[src/rtl/spi_flash_read_ctrl.sv]
// rtl/spi_flash_read_ctrl.sv - single-lane SPI flash 03h READ master with byte stream output
module spi_flash_read_ctrl #(
    parameter int SCK_HALF = 2,
    parameter int CSN_IDLE = 4
) (
    input  logic        clk,
    input  logic        rst,
    input  logic        cmd_valid,
    output logic        cmd_ready,
    input  logic [23:0] cmd_addr,
    input  logic [7:0]  cmd_len,
    output logic [7:0]  rdata,
    output logic        rdata_valid,
    input  logic        rdata_ready,
    output logic        busy,
    output logic        sck,
    output logic        csn,
    output logic        mosi,
    input  logic        miso
);

    localparam int DIV_W = (SCK_HALF > 1) ? $clog2(SCK_HALF) : 1;
    localparam int GAP_W = (CSN_IDLE > 1) ? $clog2(CSN_IDLE) : 1;
    localparam logic [DIV_W-1:0] DIV_TC = DIV_W'(SCK_HALF - 1);
    localparam logic [GAP_W-1:0] GAP_TC = GAP_W'(CSN_IDLE - 1);
    localparam logic [7:0] READ_CMD = 8'h03;

    typedef enum logic [2:0] {S_IDLE, S_SHIFT, S_DATA, S_TAIL, S_GAP} state_t;

    state_t           state_q, state_d;
    logic [DIV_W-1:0] div_q;
    logic             sck_q, csn_q, mosi_q;
    logic [30:0]      sh_q;          // bits 30..0 of {03h, addr}; bit 31 goes out at acceptance
    logic [4:0]       cnt_q;         // rises within SHIFT; low 3 bits are bit-in-byte in DATA
    logic [7:0]       byte_cnt_q;    // bytes remaining after the current one
    logic [7:0]       in_q;
    logic             in_full_q;     // in_q holds a completed byte not yet handed over
    logic [7:0]       rdata_q;
    logic             rdata_valid_q;
    logic [GAP_W-1:0] gap_q;

    logic accept, sck_active, div_tc, stall, rise, fall;
    logic byte_done, tail_done, gap_done, xfer;

    assign accept     = cmd_valid && (state_q == S_IDLE);
    assign sck_active = (state_q == S_SHIFT) || (state_q == S_DATA) || (state_q == S_TAIL);
    assign div_tc     = (div_q == DIV_TC);
    // The first rise of a byte would overwrite in_q while the previous byte is still parked there.
    assign stall      = (state_q == S_DATA) && !sck_q && (cnt_q[2:0] == 3'd0) && in_full_q;
    assign rise       = ((state_q == S_SHIFT) || (state_q == S_DATA)) && div_tc && !sck_q && !stall;
    assign fall       = sck_active && div_tc && sck_q;
    assign byte_done  = rise && (state_q == S_DATA) && (cnt_q[2:0] == 3'd7);
    assign tail_done  = (state_q == S_TAIL) && div_tc && !sck_q;
    assign gap_done   = (state_q == S_GAP) && (gap_q == GAP_TC);
    assign xfer       = in_full_q && (!rdata_valid_q || rdata_ready);

    // State register.
    always_ff @(posedge clk or posedge rst) begin
        if (rst) state_q <= S_IDLE;
        else     state_q <= state_d;
    end

    // Next-state logic.
    always_comb begin
        state_d = state_q;
        unique case (state_q)
            S_IDLE:  if (cmd_valid)                           state_d = S_SHIFT;
            S_SHIFT: if (rise && (cnt_q == 5'd31))            state_d = S_DATA;
            S_DATA:  if (byte_done && (byte_cnt_q == 8'd0))   state_d = S_TAIL;
            S_TAIL:  if (tail_done)                           state_d = S_GAP;
            S_GAP:   if (gap_done)                            state_d = S_IDLE;
            default:                                          state_d = S_IDLE;
        endcase
    end

    // Outputs decoded from state and the registered pin/stream drivers.
    always_comb begin
        cmd_ready   = (state_q == S_IDLE);
        busy        = (state_q != S_IDLE);
        sck         = sck_q;
        csn         = csn_q;
        mosi        = mosi_q;
        rdata       = rdata_q;
        rdata_valid = rdata_valid_q;
    end

    // SCK half-period divider; held at zero while stalled so the resumed rise is a full half-period later.
    always_ff @(posedge clk or posedge rst) begin
        if (rst)                                    div_q <= '0;
        else if (!sck_active || stall || div_tc)    div_q <= '0;
        else                                        div_q <= div_q + DIV_W'(1);
    end

    // SPI pins: sck toggles at terminal count, mosi changes only on falls, csn framed by accept/tail.
    always_ff @(posedge clk or posedge rst) begin
        if (rst) begin
            sck_q  <= 1'b0;
            csn_q  <= 1'b1;
            mosi_q <= 1'b0;
        end else begin
            if (rise)      sck_q <= 1'b1;
            else if (fall) sck_q <= 1'b0;

            if (accept)         csn_q <= 1'b0;
            else if (tail_done) csn_q <= 1'b1;

            if (accept)    mosi_q <= READ_CMD[7];
            else if (fall) mosi_q <= (state_q == S_SHIFT) ? sh_q[30] : 1'b0;
        end
    end

    // Command/address out-shifter and bit/byte counters.
    always_ff @(posedge clk or posedge rst) begin
        if (rst) begin
            sh_q       <= '0;
            cnt_q      <= '0;
            byte_cnt_q <= '0;
            gap_q      <= '0;
        end else begin
            if (accept)                             sh_q <= {READ_CMD[6:0], cmd_addr};
            else if (fall && (state_q == S_SHIFT))  sh_q <= {sh_q[29:0], 1'b0};

            if (accept)    cnt_q <= '0;
            else if (rise) cnt_q <= cnt_q + 5'd1;

            if (accept)                                  byte_cnt_q <= cmd_len;
            else if (byte_done && (byte_cnt_q != 8'd0))  byte_cnt_q <= byte_cnt_q - 8'd1;

            if (tail_done)              gap_q <= '0;
            else if (state_q == S_GAP)  gap_q <= gap_q + GAP_W'(1);
        end
    end

    // miso in-shifter and hand-off into the registered rdata stage.
    always_ff @(posedge clk or posedge rst) begin
        if (rst) begin
            in_q          <= '0;
            in_full_q     <= 1'b0;
            rdata_q       <= '0;
            rdata_valid_q <= 1'b0;
        end else begin
            if (rise && (state_q == S_DATA)) in_q <= {in_q[6:0], miso};

            if (byte_done)  in_full_q <= 1'b1;
            else if (xfer)  in_full_q <= 1'b0;

            if (xfer) begin
                rdata_q       <= in_q;
                rdata_valid_q <= 1'b1;
            end else if (rdata_ready) begin
                rdata_valid_q <= 1'b0;
            end
        end
    end

endmodule

[config.mk]
export PLATFORM = sky130hd
export DESIGN_NAME = spi_flash_read_ctrl
export DESIGN_NICKNAME = d
export VERILOG_FILES = /design/src/rtl/spi_flash_read_ctrl.sv
export SDC_FILE = /design/constraint.sdc
export NUM_CORES = 1
export LEC_CHECK = 0
export ABC_CLOCK_PERIOD_IN_PS = 3750
export BUFFER_PORTS_ARGS = -buffer_cell sky130_fd_sc_hd__buf_4
export CORE_ASPECT_RATIO = 1.2
export CORE_MARGIN = 3
export CORE_UTILIZATION = 55
export DETAILED_ROUTE_END_ITERATION = 8
export PLACE_DENSITY = 0.84
export SLEW_MARGIN = 20
export SYNTH_ARGS = -nofsm -noshare
export SYNTH_HDL_FRONTEND = slang
export SYNTH_SLANG_ARGS = --single-unit
[constraint.sdc]
create_clock -name clk -period 3.75 [get_ports clk]
set_input_delay 0.5625 -clock clk [delete_from_list [all_inputs] [get_ports clk]]
set_output_delay 0.5625 -clock clk [all_outputs]
set_load 0.05 [all_outputs]
# Yosys cells after proc, flatten, opt, wreduce, memory -nomap -nowiden
# Index checks and enable logic that the tools add are counted.
op_classes:
  n_reduce_logical: 43
  n_eq_ne: 12
  add_sub_neg: 4
  mux: 26
ops:
  columns: ["op", "n"]
  rows:
  - ["31-bit 2-to-1 mux", 2]
  - ["1-bit logical AND", 19]
  - ["2-bit nonzero test", 9]
  - ["8-bit 2-to-1 mux", 2]
  - ["3-bit 2-to-1 mux", 5]
  - ["3-bit one-hot mux with 5 select lines", 1]
  - ["1-bit 2-to-1 mux", 12]
  - ["5-bit 2-to-1 mux", 2]
  - ["8-bit logical NOT", 1]
  - ["8-bit nonzero test", 1]
  - ["8-bit by 1-bit subtractor with 8-bit output (second input constant)", 1]
  - ["3-bit by 2-bit == test with 1-bit output (second input constant)", 2]
  - ["3-bit == test (second input constant)", 2]
  - ["3-bit logical NOT", 2]
  - ["2-bit != test (second input constant)", 3]
  - ["5-bit by 1-bit adder with 5-bit output (second input constant)", 1]
  - ["5-bit == test (second input constant)", 1]
  - ["1-bit logical OR", 5]
  - ["5-bit AND reduction", 1]
  - ["1-bit logical NOT", 4]
  - ["2-bit 2-to-1 mux", 2]
  - ["2-bit by 1-bit != test with 1-bit output (second input constant)", 2]
  - ["3-bit by 1-bit == test with 1-bit output (second input constant)", 1]
  - ["3-bit nonzero test", 1]
  - ["other kinds (3)", 3]
word_totals:
  in_bits: 37
  out_inout_bits: 14
  register_bits: 71

# Depth between registers and ports, before layout
depth:
  depth_word: 11
  ltp_mapped: 7
  ltp_nobuf: 6

# Least setup slack after synthesis
# OpenSTA, ideal clock, no wires.
synth_path:
  path_kind: "reg-to-reg"
  start: "reg state_q[1]"
  end: "reg byte_cnt_q[3]"
  arrival_time_ns: 2.154
  setup_time_ns: 0.129
  path_stages_with_launch: 8
  slack_ns: 1.467
  t_required_ns: 3.621
  cell_sequence: "dfrtp_1 -> clkbuf_1 -> or3_1 -> inv_1 -> nand2_1 -> clkbuf_1 -> o211ai_1 -> nand3_1"
synth_via:
  word_cells_on_any_way: 17
synth_rtl:
  columns: ["element", "line_no", "rtl"]
  rows:
  - ["start, declared", "30", "state_t state_q, state_d;"]
  - ["start signal, assigned", "60", "else state_q <= state_d;"]
  - ["3-bit logical NOT (*)", null, null]
  - ["named net cmd_ready", "9", "output logic cmd_ready,"]
  - ["1-bit logical AND (*)", "45", "assign accept = cmd_valid && (state_q == S_IDLE);"]
  - ["8-bit 2-to-1 mux or 2-bit nonzero test (tied branches)", null, null]
  - ["end signal, assigned", "126", "if (accept) byte_cnt_q <= cmd_len;"]
  - ["end signal, assigned", "127", "else if (byte_done && (byte_cnt_q != 8'd0)) byte_cnt_q <= byte_cnt_q - 8'd1;"]
  - ["end, declared", "35", "logic [7:0] byte_cnt_q;"]
# The timed path passes the listed nets; every way through them passes the cells marked *.
# A chain may end at the register's enable or synchronous reset.

# Final worst setup path
layout_path:
  start: "reg state_q[2]"
  end: "reg sh_q[24]"
layout_via:
  elab_chain_cells: 7
  word_cells_on_any_way: 12
layout_rtl:
  columns: ["element", "line_no", "rtl"]
  rows:
  - ["3-bit by 1-bit == test with 1-bit output or 3-bit by 2-bit == test with 1-bit output (tied branches)", "46, 121", null]
  - ["1-bit logical OR (2 in a row)", "46", "assign sck_active = (state_q == S_SHIFT) || (state_q == S_DATA) || (state_q == S_TAIL);"]
  - ["1-bit logical AND (2 in a row)", "51", "assign fall = sck_active && div_tc && sck_q;"]
  - ["1-bit logical AND", "121", "else if (fall && (state_q == S_SHIFT)) sh_q <= {sh_q[29:0], 1'b0};"]
  - ["2-bit nonzero test (no line)", null, null]
  - ["end signal, assigned", "120", "if (accept) sh_q <= {READ_CMD[6:0], cmd_addr};"]
  - ["end signal, assigned", "121", null]
  - ["end, declared", "33", "logic [30:0] sh_q;"]
# Several ways; a longest one is shown, not always the timed one.

==> results.yml <==
yosys:
  yosysSeqAreaShare_pct: 52.7
  syn_inst: 317
  avgSynthCellArea_um2: 10.6
  ys_types: 42
  ys_ff_latch: 71
  netlist_top_cells_area: "dfrtp_1 52%, mux2i_1 9.2%, mux2_2 5.7%, nand2_1 4.4%, o21ai_0 4.4%"
  yosys_most_used_dff: "dfrtp_1"
  synth_area_um2: 3370
  yosysTopAreaCellShare_pct: 51.9
  synth_edf_count: 0
  async_flop_share_pct: 100
  yosysWarnings: 0
  synth_nets: 361
  synth_area_leader_cell: "dfrtp_1"
global_route:
  antenna_found_initial: 0
  grt_start_max_net_pins: 33
  grt_use_total_pct: 19.9
  first_global_vias: 2513
  grt-ovfl-total: 0
  grt_first_pass_wirelength_mm: 11.3
pwr:
  power_frac_comb_pct: 32.7
  switchingPower_mw: 0.875
  clkPwrFrac_pct: 23.1
  seq_power_share_pct: 44.3
  pwr_density_cell_nw_per_um2: 647
  p_sw_share_pct: 33.7
  p_leak_nw: 1.84
  internal-power_mw: 1.72
  vdd_drop_max_uv: 339
placed_design:
  place_congestion: 0.872
  numPortBuffers: 50
  dpl.cell_count: 436
  dp_hpwl_mm: 4.52
timing:
  rsz0062_at_grt: "no"
  drv_slew: 0
  slew_headroom_pct: 26.7
  setup_viol: 0
  hold_viol: 0
  fin_crit_ps: 2270
  finalSetupTns_ps: 0
  worst_pin_slew_ps: 1100
  fin_crit_sh_pct: 60.5
  fmax_mhz: 441
  fin_skew_ps: 7.27
worst_setup_path:
  r2r_end: "sh_q[24]$_DFFE_PP0P_"
  r2r_start: "state_q[2]$_DFFE_PP0P_"
  critical_path_class: "reg2reg"
  endpoint_kind: "flop"
  r2r_slack_ps: 1480
  worstPathMaxFanout: 32
  required_ps: 3950
  cp.arrival_ps: 2470
  cp-start-kind: "flop"
  reg2reg_depth: 4
layout:
  diodes: 0
  syn_to_final_growth_pct: 19.0
  drive_above_1_share_pct: 26.6
  fin_cells: 452
  nFillCells: 461
  nets: 411
clock_tree:
  cts_root_buf: "clkbuf_8"
  cts_setup_buffers: 0
  clock_sinks: 71
  cts_resized: 0
  clk_latency_ps: 340
  hold_buffers: 0
  cts.clk_slew.worst_paths_ps: 70
  cts_tree: "yes"
  numCtsBuffers: 9
  cts.htree.levels: 3
  clk_path_buf_depth: 2
route:
  drc: 0
  wl_per_cell_um: 14.2
  via_per_inst: 5.49
  dr_total_vias: 2480
  drt_iter0_markers: 129
  drtPass1Iterations: 4
  ant_nets: 0
  drt-total-wl_mm: 6.42
floorplan:
  die_y_um: 91.8
  coreArea_um2: 5780
  pin_count: 51
  num_rows: 30
  die_area_um2: 7120
  die_x_um: 77.5
  initial_utilization_pct: 58.4
hold_path:
  min_path_type: "in2async"
flow_run:
  drv_cap: 0
outcome:
  status: "finished clean"
[state kept, by name, summed over array words and instances (netlist names)]
signal / cells
rdata_valid: 1
rdata: 8
byte_cnt_q: 8
in_full_q: 1
div_q: 1
sh_q: 31
mosi: 1
csn: 1
gap_q: 2
cnt_q: 5
sck: 1
state_q: 3
in_q: 8
[critical path, cell delays in order (launching register included)]
cell      delay, ps
dfrtp_1         560
nand3b_1        300
nor2_4          850
mux2i_1         310
nand2_1          90
[how the worst max path moves through the flow]
stage | slack (ps) | to | start
6_report | 1480 | sh_q[24]$_DFFE_PP0P_ | state_q[2]$_DFFE_PP0P_
2_1_floorplan | 1390 | byte_cnt_q[0]$_DFFE_PP0P_ | rst
4_1_cts | 1460 | sh_q[24]$_DFFE_PP0P_ | state_q[2]$_DFFE_PP0P_
3_3_place_gp | 1600 | byte_cnt_q[2]$_DFFE_PP0P_ | state_q[2]$_DFFE_PP0P_
3_5_place_dp | 1530 | sh_q[24]$_DFFE_PP0P_ | state_q[2]$_DFFE_PP0P_
5_1_grt | 1330 | byte_cnt_q[2]$_DFFE_PP0P_ | state_q[2]$_DFFE_PP0P_
[through the flow]
step                      hold WS [ps]  setup slack [ps]  util (%)  power, mW  cell area (µm²)
after floorplan                    460              1390         -       1.83             3370
after global placement             465              1600      66.1       1.98             3820
after detailed placement           473              1530      66.1       2.02             3820
after CTS                          173              1460      69.5       2.62             4020
after global routing               188              1330      69.5       2.79             4020
final                              179              1480      69.5       2.60             4020
[kinds of logic after synthesis]
kind of cell	Yosys count	synth area share (%)
simple gates	107	16.4
flops	71	52.7
compound gates	58	10.2
mux	48	14.9
buf+inv	26	3.30
fa+ha+maj	7	2.60
[Yosys cell counts, types with 4 or more instances]
cell      count
o211ai_1      4
nor2_1       21
ha_1          7
mux2i_1      31
clkbuf_1      7
nor3_1        4
nand2_1      40
mux2_2       17
dfrtp_1      70
or2_2         4
inv_1        11
nand3b_1      5
a21oi_1       6
or4_1         4
o21ai_1       4
or3_1         4
nand3_1      10
o21ai_0      30
[power groups by stage]
| stage | clock network, mW | logic (mW) | registers, mW |
|---|---|---|---|
| after floorplan | 0 | 0.658 | 1.17 |
| after global placement | 0 | 0.822 | 1.15 |
| after detailed placement | 0 | 0.854 | 1.16 |
| after CTS | 0.615 | 0.859 | 1.15 |
| after global routing | 0.648 | 0.957 | 1.18 |
| final | 0.600 | 0.848 | 1.15 |
[final cells by class]
cell class              count  area (µm²)  area share (%)
clock inverters             3        42.5            1.06
repair buffers             54         405            10.1
inverters                  11        41.3            1.03
well taps                  80         100            2.49
flip-flops and latches     71        1780            44.3
clock buffers              13         149            3.71
multi-input cells         220        1500            37.3
[layer usage]
metal  up-vias  share of wire [%]  track usage, %
met5         -                  0               0
met4         0                1.5            8.90
met3        12                5.2            5.21
met2        63                 50            32.2
met1      1191                 43            25.0
li1       1214                  -               -
[layout by cell type (no fill, tap or decap), types with 3 or more instances in the layout]
master and count:
o21ai_0 30, mux2_2 17, inv_1 10, ha_1 7, buf_4 54, nor2_1 20, dfrtp_1 70, clkbuf_8 10
or4_1 4, clkbuf_1 3, a21oi_1 6, or3_1 4, nor3_1 4, and3_1 3, nand3b_1 5, o21ai_1 4
mux2i_1 31, nand3_1 10, o211ai_1 4, or2_2 4, nand2_1 40, nand2b_1 3
Power figures use the tool's default switching activity.
